$ cat src/rtl/uart_pkg.sv
// -----------------------------------------------------------------------------
// uart_pkg
// Shared constants for the UART transmit path: line levels for the framing
// bits, the data width of one UART character, and the state encoding of the
// byte-level transmitter.
// -----------------------------------------------------------------------------
package uart_pkg;

  // Line levels of the framing bits in an 8N1 character.
  localparam logic START_BIT     = 1'b0;
  localparam logic STOP_BIT      = 1'b1;
  localparam int   BITS_PER_BYTE = 8;

  // Byte transmitter state encoding.
  localparam logic [1:0] BYTE_IDLE  = 2'd0;
  localparam logic [1:0] BYTE_START = 2'd1;
  localparam logic [1:0] BYTE_DATA  = 2'd2;
  localparam logic [1:0] BYTE_STOP  = 2'd3;

endpackage : uart_pkg

$ cat src/rtl/uart_tx_byte.sv
// -----------------------------------------------------------------------------
// uart_tx_byte
// Serializes one byte as a UART 8N1 character (start, 8 data bits LSB first,
// stop). A new byte offered during the last stop cycle starts on the very next
// cycle, so a caller can stream characters with no idle gap.
//
// Ports:
//   clk        in   rising-edge clock
//   rst        in   synchronous active-high reset
//   byte_in    in   byte to send, taken when byte_valid & byte_ready
//   byte_valid in   a byte is offered this cycle
//   byte_ready out  high in IDLE and in the last cycle of the stop bit
//   tx         out  registered UART line, idle high
// -----------------------------------------------------------------------------
module uart_tx_byte
  import uart_pkg::*;
#(
  parameter int CLKS_PER_BIT = 104
) (
  input  logic       clk,
  input  logic       rst,
  input  logic [7:0] byte_in,
  input  logic       byte_valid,
  output logic       byte_ready,
  output logic       tx
);

  localparam int               CNT_W    = $clog2(CLKS_PER_BIT);
  localparam logic [CNT_W-1:0] CNT_LAST = CNT_W'(CLKS_PER_BIT - 1);
  localparam logic [2:0]       BIT_LAST = 3'(BITS_PER_BYTE - 1);

  logic [1:0]       state_q, state_d;
  logic [CNT_W-1:0] cnt_q, cnt_d;
  logic [2:0]       bit_q, bit_d;
  logic [7:0]       shreg_q, shreg_d;
  logic             tx_q, tx_d;
  logic             bit_end;

  assign bit_end    = (cnt_q == CNT_LAST);
  assign byte_ready = (state_q == BYTE_IDLE) || ((state_q == BYTE_STOP) && bit_end);
  assign tx         = tx_q;

  always_comb begin
    // NOTE: every variable gets a default before the case so no path leaves
    // it unassigned; a missing default here would infer a latch.
    state_d = state_q;
    cnt_d   = cnt_q;
    bit_d   = bit_q;
    shreg_d = shreg_q;
    tx_d    = tx_q;

    // The bit timer free-runs in every non-idle state and wraps per bit.
    if (state_q != BYTE_IDLE) begin
      cnt_d = bit_end ? '0 : cnt_q + CNT_W'(1);
    end

    case (state_q)
      BYTE_IDLE: begin
        if (byte_valid) begin
          shreg_d = byte_in;
          state_d = BYTE_START;
          cnt_d   = '0;
          tx_d    = START_BIT;
        end
      end
      BYTE_START: begin
        if (bit_end) begin
          state_d = BYTE_DATA;
          bit_d   = '0;
          tx_d    = shreg_q[0];
        end
      end
      BYTE_DATA: begin
        if (bit_end) begin
          if (bit_q == BIT_LAST) begin
            state_d = BYTE_STOP;
            tx_d    = STOP_BIT;
          end else begin
            // shreg_q[0] is always the bit currently on the line.
            bit_d   = bit_q + 3'd1;
            shreg_d = shreg_q >> 1;
            tx_d    = shreg_q[1];
          end
        end
      end
      default: begin // BYTE_STOP
        if (bit_end) begin
          if (byte_valid) begin
            shreg_d = byte_in;
            state_d = BYTE_START;
            tx_d    = START_BIT;
          end else begin
            state_d = BYTE_IDLE;
          end
        end
      end
    endcase
  end

  // NOTE: sequential state is updated with non-blocking assignments only, so
  // every register samples the pre-edge value of every other register.
  always_ff @(posedge clk) begin
    if (rst) begin
      state_q <= BYTE_IDLE;
      cnt_q   <= '0;
      bit_q   <= '0;
      shreg_q <= '0;
      tx_q    <= STOP_BIT;
    end else begin
      state_q <= state_d;
      cnt_q   <= cnt_d;
      bit_q   <= bit_d;
      shreg_q <= shreg_d;
      tx_q    <= tx_d;
    end
  end

endmodule : uart_tx_byte

$ cat src/rtl/frame_uart_tx.sv
// -----------------------------------------------------------------------------
// frame_uart_tx
// Takes a WIDTH_DIN-bit frame on a single-cycle din_valid strobe and sends it
// MSB byte first over a UART 8N1 line. One extra frame can wait in a pending
// buffer while a transmission runs; any further frame is dropped and flagged.
//
// Ports:
//   clk        in   rising-edge clock
//   rst        in   synchronous active-high reset
//   din        in   frame to send, sampled only when din_valid is high
//   din_valid  in   single-cycle accept strobe (no back-pressure)
//   tx         out  registered UART line, idle high
//   busy       out  high while a frame is being shifted out
//   overflow   out  sticky: a frame was dropped; cleared only by rst
// -----------------------------------------------------------------------------
module frame_uart_tx
  import uart_pkg::*;
#(
  parameter int WIDTH_DIN    = 144,
  parameter int CLKS_PER_BIT = 104
) (
  input  logic                 clk,
  input  logic                 rst,
  input  logic [WIDTH_DIN-1:0] din,
  input  logic                 din_valid,
  output logic                 tx,
  output logic                 busy,
  output logic                 overflow
);

  localparam int               NUM_BYTES = WIDTH_DIN / BITS_PER_BYTE;
  localparam int               IDX_W     = (NUM_BYTES > 1) ? $clog2(NUM_BYTES) : 1;
  localparam logic [IDX_W-1:0] IDX_LAST  = IDX_W'(NUM_BYTES - 1);

  localparam logic [0:0] ST_IDLE = 1'b0;
  localparam logic [0:0] ST_SEND = 1'b1;

  logic [0:0]           state_q, state_d;
  logic [WIDTH_DIN-1:0] active_q, active_d;
  logic [WIDTH_DIN-1:0] pend_q, pend_d;
  logic                 pend_valid_q, pend_valid_d;
  logic [IDX_W-1:0]     idx_q, idx_d;
  logic                 overflow_q, overflow_d;

  logic [WIDTH_DIN-1:0] active_shift;
  logic [7:0]           byte_data;
  logic                 byte_valid;
  logic                 byte_ready;
  logic                 frame_done;

  // The active register shifts left one byte per character, so the byte on
  // the wire always comes from its top eight bits.
  assign active_shift = active_q << BITS_PER_BYTE;

  // While in SEND the byte engine is never idle, so byte_ready marks exactly
  // the last stop-bit cycle of the current character.
  assign frame_done = (state_q == ST_SEND) && byte_ready && (idx_q == IDX_LAST);

  always_comb begin
    state_d      = state_q;
    active_d     = active_q;
    pend_d       = pend_q;
    pend_valid_d = pend_valid_q;
    idx_d        = idx_q;
    overflow_d   = overflow_q;
    byte_valid   = 1'b0;
    byte_data    = active_q[WIDTH_DIN-1 -: BITS_PER_BYTE];

    case (state_q)
      ST_IDLE: begin
        if (din_valid) begin
          state_d    = ST_SEND;
          active_d   = din;
          idx_d      = '0;
          byte_valid = 1'b1;
          byte_data  = din[WIDTH_DIN-1 -: BITS_PER_BYTE];
        end
      end
      default: begin // ST_SEND
        if (frame_done) begin
          idx_d = '0;
          if (pend_valid_q) begin
            // Pending frame becomes active; a strobe in this same cycle
            // refills pending, so nothing is lost.
            active_d     = pend_q;
            byte_valid   = 1'b1;
            byte_data    = pend_q[WIDTH_DIN-1 -: BITS_PER_BYTE];
            pend_valid_d = din_valid;
            if (din_valid) begin
              pend_d = din;
            end
          end else if (din_valid) begin
            active_d   = din;
            byte_valid = 1'b1;
            byte_data  = din[WIDTH_DIN-1 -: BITS_PER_BYTE];
          end else begin
            state_d = ST_IDLE;
          end
        end else begin
          if (byte_ready) begin
            idx_d      = idx_q + IDX_W'(1);
            active_d   = active_shift;
            byte_valid = 1'b1;
            byte_data  = active_shift[WIDTH_DIN-1 -: BITS_PER_BYTE];
          end
          if (din_valid) begin
            if (!pend_valid_q) begin
              pend_d       = din;
              pend_valid_d = 1'b1;
            end else begin
              overflow_d = 1'b1;
            end
          end
        end
      end
    endcase
  end

  always_ff @(posedge clk) begin
    if (rst) begin
      state_q      <= ST_IDLE;
      pend_valid_q <= 1'b0;
      idx_q        <= '0;
      overflow_q   <= 1'b0;
    end else begin
      state_q      <= state_d;
      pend_valid_q <= pend_valid_d;
      idx_q        <= idx_d;
      overflow_q   <= overflow_d;
    end
  end

  // NOTE: the frame payload registers are deliberately left out of reset;
  // their contents are only ever read while state_q/pend_valid_q qualify them.
  always_ff @(posedge clk) begin
    active_q <= active_d;
    pend_q   <= pend_d;
  end

  uart_tx_byte #(
    .CLKS_PER_BIT (CLKS_PER_BIT)
  ) u_byte (
    .clk        (clk),
    .rst        (rst),
    .byte_in    (byte_data),
    .byte_valid (byte_valid),
    .byte_ready (byte_ready),
    .tx         (tx)
  );

  assign busy     = (state_q == ST_SEND);
  assign overflow = overflow_q;

endmodule : frame_uart_tx

$ cat config.mk
export PLATFORM = sky130hd
export DESIGN_NAME = frame_uart_tx
export DESIGN_NICKNAME = d
export VERILOG_FILES = /design/src/rtl/uart_pkg.sv /design/src/rtl/uart_tx_byte.sv /design/src/rtl/frame_uart_tx.sv
export SDC_FILE = /design/constraint.sdc
export NUM_CORES = 1
export LEC_CHECK = 0
export CAP_MARGIN = 20
export CORE_UTILIZATION = 58
export CTS_CLUSTER_DIAMETER = 50
export DETAILED_ROUTE_END_ITERATION = 8
export PLACE_DENSITY = 0.81
export SETUP_SLACK_MARGIN = 0.15
export SLEW_MARGIN = 15
export SYNTH_ARGS = -nofsm -noshare
export SYNTH_HDL_FRONTEND = slang
export SYNTH_SLANG_ARGS = --single-unit
$ cat constraint.sdc
create_clock -name clk -period 7.8 [get_ports clk]
set_clock_uncertainty 0.1 [all_clocks]
set_input_delay 1.17 -clock clk [delete_from_list [all_inputs] [get_ports clk]]
set_output_delay 1.17 -clock clk [all_outputs]
set_load 0.01 [all_outputs]
==> flow_metrics.tcl <==
set metrics [dict create \
    holdWs_ns 0.362 \
    crit_arrival_ns 4.73 \
    fin_util 0.693 \
    clockBufferDepth 3 \
    finalHoldViolCount 0 \
    slew_viol_final 0 \
    start_util 0.589 \
    wl_met3_mm 1.75 \
    multi_input_area_mm2 0.00558 \
    final-seq-area_mm2 0.00923 \
    place_area_mm2 0.0168 \
    rr_worst_depth 7 \
    status "complete, no violations" \
    yosysUniqueCellTypes 53 \
    drt_wl_total_mm 32.2 \
    crit_path_end "active_q[80]" \
    reg2reg_from "busy" \
    dp_slack_ns 3.39 \
    wl_per_cell_um 19.7 \
    holdBufCountCts 0 \
    cts_tree "yes" \
    grt_pass1_vias 9681 \
    power.leakage_nw 6.88 \
    antenna_found_initial 0 \
    fin_crit_ns 4.48 \
    nFillCells 1789 \
    postSynthAreaPerCell_um2 13.0 \
    clock.fmax_mhz 223 \
    ys_seq_elements 317 \
    vias 9907 \
    ys_warn_count 0 \
    synth_ff_type "edfxtp_1" \
    async_reset_ff_frac 0 \
    r2r_slack_ns 3.32 \
    tightestPinTransition_ns 1.09 \
    port_buffers 149 \
    rsz0062_at_grt "false" \
    postCtsSetupBuffers 0 \
    reg2reg_to "active_q[80]" \
    postCtsResizedCells 0 \
    grt_pass1_wl_mm 51.1 \
    mostFrequentLayoutCells "edfxtp_1 (288), mux2i_1 (153), clkdlybuf4s50_1 (148), a21oi_1 (146), nor2b_1 (131)" \
    fin_crit_sh 0.575 \
    final_layout_size_suffix_gt1_frac 0.0962 \
    ant_nets 0 \
    wl_met2_mm 15.2 \
    numCtsBuffers 35 \
    root_buffer "clkbuf_16" \
    crit_path_start_kind "flop" \
    fp-row-count 59 \
    fin_setup_tns_ns 0 \
    grt_start_max_net_pins 123 \
    synth_seq_area_share 0.603 \
    path_class "flop to flop" \
    crit_path_max_fanout 72 \
    peakVddDrop_mv 0.222 \
    clock_latency_ns 0.50 \
    setup_ws_ns 3.32 \
    nNetsFinal 1432 \
    netlist_area_mm2 0.0153 \
    cp-end-kind "flop" \
    crit_path_start "busy" \
    final_common_cell "edfxtp_1" \
    design_area_mm2 0.0180 \
    routabilityCongestion 0.831 \
    cts_num_sinks 317 \
    finalNonFillerCells 1636 \
    power_mw 5.83 \
    die_area_mm2 0.0271 \
    place_inst 1574 \
    clk_pin_slew_worst_paths_ns 0.06 \
    dp_hpwl_mm 19.3 \
    dieWidth_um 164 \
    ios 150 \
    core_mm2 0.0260 \
    drv_cap 0 \
    drt_first_iter_violations 946 \
    met1_length_mm 14.7 \
    die_h_um 164 \
    syn-instance-count 1174 \
    area_growth_pct 17.6 \
    grt-ovfl-total 0 \
    drt-vias-per-instance 6.06 \
    min_path_type "flop to flop" \
    setup_viol 0 \
    required_ns 8.04 \
    drc_errors 0 \
    synth_edf_count 288 \
    pwr_density_cell_mw_per_mm2 324 \
    routed.top_layer "met4" \
    syn_nets 1330 \
    drt-pass1-iter-count 5 \
    grt_usage 0.238 \
    relSlewSlack 0.269 \
    htreeDepth 2 \
]
==> worst max-delay path, stage by stage, from the launching register on <==
cell and delay [ns]:
dfxtp_1 1.04, nor2b_1 0.22, o21a_1 0.38, clkinv_4 0.56, nand2b_4 0.83, buf_4 0.75, a211oi_1 0.15, a21oi_1 0.20
==> layout make-up <==
cell class              instances  area share
well taps                     335      0.0233
diodes                          1    0.000139
inverters                       6     0.00153
clock buffers                  42      0.0529
clock inverters                19      0.0112
flip-flops and latches        317       0.513
multi-input cells             757       0.310
repair buffers                159      0.0887
==> power by group <==
group          switching [mW]  leakage (nW)  internal, mW  total [mW]
sequential              0.272          3.05          2.48        2.76
combinational           0.756          3.26         0.654        1.41
clock                   0.657         0.565          1.00        1.66
==> Yosys cell counts, types with 3 or more instances <==
cell type	number	area share
a22o_1	3	0.0017
nand2b_1	8	0.0033
o21ai_0	34	0.011
a211oi_1	80	0.039
edfxtp_1	288	0.56
dfxtp_1	29	0.038
mux2i_1	153	0.10
a21oi_1	146	0.048
a32o_1	8	0.0052
nor3_1	16	0.0052
buf_2	26	0.0085
buf_6	14	0.010
nor2b_1	131	0.054
nand3_1	15	0.0049
nand3b_1	3	0.0015
a21o_1	8	0.0039
inv_1	5	0.0012
a2111o_1	7	0.0051
a211oi_2	51	0.042
ha_1	9	0.0074
buf_4	3	0.0015
nand2_1	33	0.0081
clkbuf_1	49	0.012
nor2_1	18	0.0044
and3_1	3	0.0012
==> cell families (layout without fill, tap and decap cells) <==
family	count (synthesis)	after routing	synth area share
flip-flops	317	317	0.603
AND/OR/NAND/NOR	241	241	0.0899
adder cells (fa/ha/maj)	9	9	0.00735
buffers and inverters	100	226	0.0346
multiplexers	153	153	0.100
other	0	1	0
AO/OA/AOI/OAI	353	353	0.165
XOR/XNOR	1	1	0.000572
==> metal layers <==
layer  up-vias  GRT usage
li1       4761          -
met1      4799      0.351
met2       304      0.373
met3        43     0.0316
met4         0     0.0655
met5         -          0
==> worst min path at each step <==
stage	start	end	slack (ns)	cells past startpoint
2_1_floorplan	u_byte.shreg_q[2]	u_byte.shreg_q[2]	0.33	1
3_3_place_gp	u_byte.shreg_q[2]	u_byte.shreg_q[2]	0.34	1
3_5_place_dp	u_byte.shreg_q[3]	u_byte.shreg_q[3]	0.35	1
4_1_cts	u_byte.shreg_q[3]	u_byte.shreg_q[3]	0.36	1
5_1_grt	u_byte.shreg_q[3]	u_byte.shreg_q[3]	0.40	1
6_report	u_byte.shreg_q[3]	u_byte.shreg_q[3]	0.36	1
==> flip-flops by register name (all words and copies together), names as in the netlist <==
register and cells:
idx_q 5, busy 1, u_byte.tx 1, u_byte.bit_q 3, pend_q 144, u_byte.state_q 2
active_q 144, overflow 1, pend_valid_q 1, u_byte.cnt_q 7, u_byte.shreg_q 8
No activity file was read; power rests on OpenSTA's default activity.
